## config.mk

```make
export PLATFORM = sky130hd
export DESIGN_NAME = serial_subtractor_16_bit
export DESIGN_NICKNAME = d
export VERILOG_FILES = /design/src/rtl/arith_pkg.sv /design/src/rtl/nibble_subtractor_4_bit.sv /design/src/rtl/serial_subtractor_16_bit.sv
export SDC_FILE = /design/constraint.sdc
export NUM_CORES = 1
export LEC_CHECK = 0
export BUFFER_PORTS_ARGS = -buffer_cell sky130_fd_sc_hd__buf_2
export CAP_MARGIN = 20
export CORE_MARGIN = 2
export CORE_UTILIZATION = 55
export DETAILED_ROUTE_END_ITERATION = 16
export PLACE_DENSITY = 0.81
export SLEW_MARGIN = 20
export SYNTH_ARGS = -nofsm -noshare
export SYNTH_HDL_FRONTEND = slang
export SYNTH_HIERARCHICAL = 1
export SYNTH_SLANG_ARGS = --single-unit
```

## constraint.sdc

```tcl
create_clock -name Clk -period 3.8 [get_ports Clk]
set_input_delay 0.57 -clock Clk [delete_from_list [all_inputs] [get_ports Clk]]
set_output_delay 0.57 -clock Clk [all_outputs]
set_load 0.01 [all_outputs]
```

## src/rtl/arith_pkg.sv

```systemverilog
// Shared constants and FSM state type for the serial arithmetic datapath.
// A nibble-serial unit walks NSLICE_DEF slices of SLICE_DEF bits each.
package arith_pkg;

  localparam int SLICE_DEF  = 4;
  localparam int WIDTH_DEF  = 16;
  localparam int NSLICE_DEF = WIDTH_DEF / SLICE_DEF;

  typedef enum logic [1:0] {
    IDLE = 2'd0,
    RUN  = 2'd1,
    DONE = 2'd2
  } state_e;

endpackage

```

## src/rtl/nibble_subtractor_4_bit.sv

```systemverilog
// Combinational slice computing A + ~B + Cin (two's-complement subtract).
// Cout=1 means the slice produced no borrow.
module nibble_subtractor_4_bit
  import arith_pkg::*;
#(
  parameter int W = SLICE_DEF
) (
  input  logic [W-1:0] A,
  input  logic [W-1:0] B,
  input  logic         Cin,
  output logic [W-1:0] Diff,
  output logic         Cout
);

  assign {Cout, Diff} = {1'b0, A} + {1'b0, ~B} + {{W{1'b0}}, Cin};

endmodule

```

## src/rtl/serial_subtractor_16_bit.sv

```systemverilog
// Multi-cycle subtractor: Diff = A - B - Bin, one SLICE-bit slice per clock,
// LSB slice first, with the inter-slice carry held in a register.
module serial_subtractor_16_bit
  import arith_pkg::*;
#(
  parameter int WIDTH = WIDTH_DEF,
  parameter int SLICE = SLICE_DEF
) (
  input  logic             Clk,
  input  logic             Reset_n,
  input  logic             Start,
  input  logic [WIDTH-1:0] A,
  input  logic [WIDTH-1:0] B,
  input  logic             Bin,
  output logic [WIDTH-1:0] Diff,
  output logic             Bout,
  output logic             Overflow,
  output logic             Busy,
  output logic             Done,
  output state_e           dbg_state_o
);

  localparam int NSL = WIDTH / SLICE;
  localparam int CW  = (NSL > 1) ? $clog2(NSL) : 1;
  localparam logic [CW-1:0] LAST = CW'(NSL - 1);

  // Handshake: Start is sampled only in IDLE; the edge that sees Start=1
  // captures A/B/Bin. Done is a one-cycle pulse, Busy covers RUN and DONE,
  // and Start outside IDLE is dropped rather than queued.

  state_e            state_q, state_d;
  logic [WIDTH-1:0]  a_q, a_d, b_q, b_d;
  logic [WIDTH-1:0]  diff_q, diff_d;
  logic [CW-1:0]     cnt_q, cnt_d;
  logic              carry_q, carry_d;
  logic              bout_q, bout_d;
  logic              ovf_q, ovf_d;

  logic [SLICE-1:0]  a_slice, b_slice, s_slice;
  logic              s_cout;

  assign a_slice = a_q[int'(cnt_q)*SLICE +: SLICE];
  assign b_slice = b_q[int'(cnt_q)*SLICE +: SLICE];

  nibble_subtractor_4_bit #(.W(SLICE)) u_slice (
    .A    (a_slice),
    .B    (b_slice),
    .Cin  (carry_q),
    .Diff (s_slice),
    .Cout (s_cout)
  );

  always_ff @(posedge Clk or negedge Reset_n) begin
    if (!Reset_n) begin
      state_q <= IDLE;
      a_q     <= '0;
      b_q     <= '0;
      diff_q  <= '0;
      cnt_q   <= '0;
      carry_q <= 1'b0;
      bout_q  <= 1'b0;
      ovf_q   <= 1'b0;
    end else begin
      state_q <= state_d;
      a_q     <= a_d;
      b_q     <= b_d;
      diff_q  <= diff_d;
      cnt_q   <= cnt_d;
      carry_q <= carry_d;
      bout_q  <= bout_d;
      ovf_q   <= ovf_d;
    end
  end

  always_comb begin
    state_d = state_q;
    a_d     = a_q;
    b_d     = b_q;
    diff_d  = diff_q;
    cnt_d   = cnt_q;
    carry_d = carry_q;
    bout_d  = bout_q;
    ovf_d   = ovf_q;
    case (state_q)
      IDLE: begin
        if (Start) begin
          a_d     = A;
          b_d     = B;
          carry_d = ~Bin;  // borrow-in folds into the +1 of two's complement
          cnt_d   = '0;
          state_d = RUN;
        end
      end
      RUN: begin
        diff_d[int'(cnt_q)*SLICE +: SLICE] = s_slice;
        carry_d = s_cout;
        cnt_d   = cnt_q + CW'(1);
        if (cnt_q == LAST) begin
          bout_d  = ~s_cout;
          // s_slice MSB is the final Diff MSB on the last slice
          ovf_d   = (a_q[WIDTH-1] != b_q[WIDTH-1]) &&
                    (s_slice[SLICE-1] != a_q[WIDTH-1]);
          state_d = DONE;
        end
      end
      DONE:    state_d = IDLE;
      default: state_d = IDLE;
    endcase
  end

  assign Diff        = diff_q;
  assign Bout        = bout_q;
  assign Overflow    = ovf_q;
  assign Busy        = (state_q != IDLE);
  assign Done        = (state_q == DONE);
  assign dbg_state_o = state_q;

endmodule
```

==> results.md <==
- In the routed design, unresolved DRC markers number 0.
- The first detailed-routing pass took 4 iterations.
- STA classifies the critical path endpoint as a register.
- The count of antenna-violating nets left after detailed routing is 0.
- The cell family contributing the most delay on the critical path is flip-flops.
- The longest clock path from root to sink contains 2 buffers.
- The die span in y is 73.4 um.
- The ratio of cells with drive above 1 in the final layout is 44.6%.
- The number of CTS-inserted buffers is 5.
- Dividing the detail-routed wire length by the instance count gives 15.1 um.
- Timing would allow up to 334 MHz.
- On the critical path, the stage with the largest delay is an instance of dfrtp_1.
- In the layout the commonest cells are buf_2, dfrtp_1, mux2_2.
- The floorplan step defined a die boundary enclosing 5390 um2.
- The first-pass GRT wire length is 7.87 mm.
- The critical path launch point is cnt_q[0].
- Across every metal layer, demand over resource in global routing totals 19.5%.
- The via density per instance is 5.46.
- The utilization of the core after routing is 64.6%.
- A synthesized cell averages 13.8 um2.
- Yosys mapped the design onto 36 distinct sky130hd cell types.
- The worst setup path is launched from a register.
- The time the final worst path needs with I/O delays and setup is 3.00 ns.
- CTS built an H-tree with a depth of 2.
- The sequential cells in the finished layout cover a total of 1380 um2.
- Entering global routing, the biggest net connects 33 pins.
- The area inside the core boundary is 4690 um2.
- At the pin with the least slew margin, the transition time is 0.910 ns.
- The commonest non-fill, non-tap cell in the layout is buf_2.
- At the end of routability-driven placement, the weighted congestion stood at 0.838.
- Setup repair after global routing left no endpoint under its margin.
- The quantity of I/O buffers inserted on ports is 57.
- The register clock-pin slew on the reported worst setup and hold paths is 0.09 ns.
- On the worst path, the slowest cell contributes a delay of 0.82 ns.
- The root buffer selected by CTS is clkbuf_8.
- The clock tree skew after final layout is 0.00509 ns.
- The biggest area contributor in the post-synthesis netlist is dfrtp_1.
- Summed over all failing endpoints, the final setup total negative slack is 0 ns.
- The diode insertion count for antenna repair is 0.
- Counting every sink on the clock net gives 55.
- The post-DP HPWL is 3.45 mm.
- Relative to the synthesized area, the layout overhead comes to 14.4%.
- The top-level port count is 58.
- In this run the post-CTS setup repair buffer count came out at 0.
- The worst pin sits at a relative slew slack of 39.2%.
- The analysis attributes to cell leakage a power of 1.47 nW.
- The number of max-slew violations in the final report is 0.
- Row generation in the floorplan step produced 25 rows.
- The area of the multi-input gates is 1170 um2.
- The die is 73.4 um wide.
- During synthesis, Yosys emitted a total of 6 warnings.
- The count of nets after finishing is 296.
- The part of the Yosys area used for sequential elements is 52.0%.
- STA puts the critical path data required time at 4.02 ns.
- The arrival time at the worst endpoint is 3.21 ns.
- After synthesis the netlist holds a flip-flop and latch count of 55.
- The number of endpoints with negative hold slack in the final report was 0.
- The hold buffer count at cts is 0.
- The via count of the first global-routing pass is 1,674.
- The final route contains 1,664 vias.
- The total standard cell area after synthesis is 2650 um2.
- The buffers plus inverters on the worst setup path is 0.
- The number of nets in the synthesized netlist is 238.
- The type of the worst setup path is reg -> reg.
- The run finished with clean final reports.
- The number of antenna violations at the first check in global routing came to 0.
- The number of DRC markers after the initial detailed-route iteration is 114.
- For this configuration, the core starts out at a cell density of 56.5%.
- The startpoint identified for the worst register-to-register timing path is cnt_q[0].
- The final global-route overflow total is 0.
- Synthesis produced a netlist whose cell count is 192.
- The clock tree from TritonCTS is done.
- The min-delay analysis places its worst path in the category in -> async.
- Dividing the final minimum period by the clock period gives 78.8%.
- Along the worst path, the maximum fanout reaches 16.
- Power spread over the standard cell area amounts to 956 nW/um2.
- The insertion delay of the later-clocked pin in the worst-skew pair is 0.31 ns.
- Setup violations remaining at the end of the flow were counted as 0.
- Fill cells in the final layout number 396.
- In the post-synthesis netlist, the biggest area contributors are dfrtp_1, mux2_2, mux4_2.
- Traced cell by cell, the critical path runs through mux4_2, fa_1, o21ai_1, xor2_1, and3b_1, a21oi_1, o21ai_0.
- In this run the biggest area consumer among cell types represents 52.0% of the synthesized area.
- The number of max-cap violations is 0.
- The number of gates resized after CTS was 0.
- The wire length reported by the detailed router is 4.59 mm.
- The highest ir drop seen on vdd is 0.000459 V.
## Yosys cell counts, drive strengths merged
| library cell | n |
|---|---|
| dfrtp | 55 |
| mux2 | 32 |
| nand2 | 19 |
| o21ai | 12 |
| inv | 11 |
| a22o | 9 |
| ha | 8 |
| mux4 | 8 |
| buf | 5 |
| nor2 | 5 |
| nand3b | 4 |
| a21oi | 3 |
| a21o | 2 |
| clkbuf | 2 |
| fa | 2 |
| nand2b | 2 |
| nor2b | 2 |
| nor4b | 2 |
| xor2 | 2 |
| a22oi | 1 |
| a2bb2oi | 1 |
| and3b | 1 |
| and4bb | 1 |
| nor4 | 1 |
| o21bai | 1 |
| or2 | 1 |
## power breakdown
part	leakage, nW	internal [mW]	switching (mW)
combinational	0.743	0.734	0.796
sequential	0.684	0.843	0.216
clock	0.0422	0.130	0.178
total	1.47	1.71	1.19
## final timing paths
check | slack [ns] | to | cells past startpoint
min | 0.23 | Diff[7] | 1
max in group asynchronous | 2.78 | a_q[11] | 2
max | 0.80 | Overflow | 7
max reg2reg | 0.80 | Overflow | 7
min reg2reg | 0.48 | Diff[15] | 2
min in group Clk | 0.48 | Diff[15] | 2
## layout make-up
cell class                      instances  share of cell area (%)
Clock buffer                            7                    2.52
Multi-Input combinational cell        119                    38.6
Sequential cell                        55                    45.4
Timing Repair Buffer                   58                    9.66
Inverter                               11                    1.36
Clock inverter                          1                   0.165
Tap cell                               54                    2.23
## worst reg2reg max path, delay by kind of cell, from the launching register on
family / cells / cell delay (ns)
DFF: 1 / 0.82
muxes: 1 / 0.61
xor gates and xnor gates: 1 / 0.46
adders and majority gates: 1 / 0.42
AOI/OAI and AO/OA: 3 / 0.37
and+or+nand+nor: 1 / 0.23
## metal layers
layer | wire (um) | up-vias | GRT usage, %
li1 | - | 795 | -
met1 | 2110 | 815 | 26.6
met2 | 2200 | 49 | 30.4
met3 | 206 | 5 | 4.53
met4 | 78 | 0 | 7.88
met5 | 0 | - | 0
## sequential cells by signal (all words and copies together) (netlist names)
signal	flops
Bout	1
Diff	16
Overflow	1
a_q	16
b_q	16
carry_q	1
cnt_q	2
dbg_state_o	2
## kinds of logic (layout without fill, tap and decap cells)
logic type / after synthesis / after routing / share of synthesized area, %
DFF: 55 / 55 / 52.0
muxes: 40 / 40 / 21.0
and+or+nand+nor: 38 / 38 / 9.97
AOI/OAI and AO/OA: 29 / 29 / 7.32
buffers and inverters: 18 / 77 / 3.83
adders and majority gates: 10 / 10 / 5.29
xor gates and xnor gates: 2 / 2 / 0.661
## per-stage QoR
stage / hold slack, ns / instances / cell area, um2 / power (mW) / setup WS, ns
3_5_place_dp: 0.467 / 297 / 2950 / 2.62 / 0.785
5_1_grt: 0.268 / 305 / 3030 / 3.15 / 0.501
4_1_cts: 0.247 / 305 / 3030 / 2.92 / 0.773
3_3_place_gp: 0.459 / 297 / 2950 / 2.56 / 0.890
6_report: 0.233 / 305 / 3030 / 2.90 / 0.804
2_1_floorplan: 0.274 / 192 / 2650 / 2.22 / 1.25
Power figures use the tool's default switching activity.
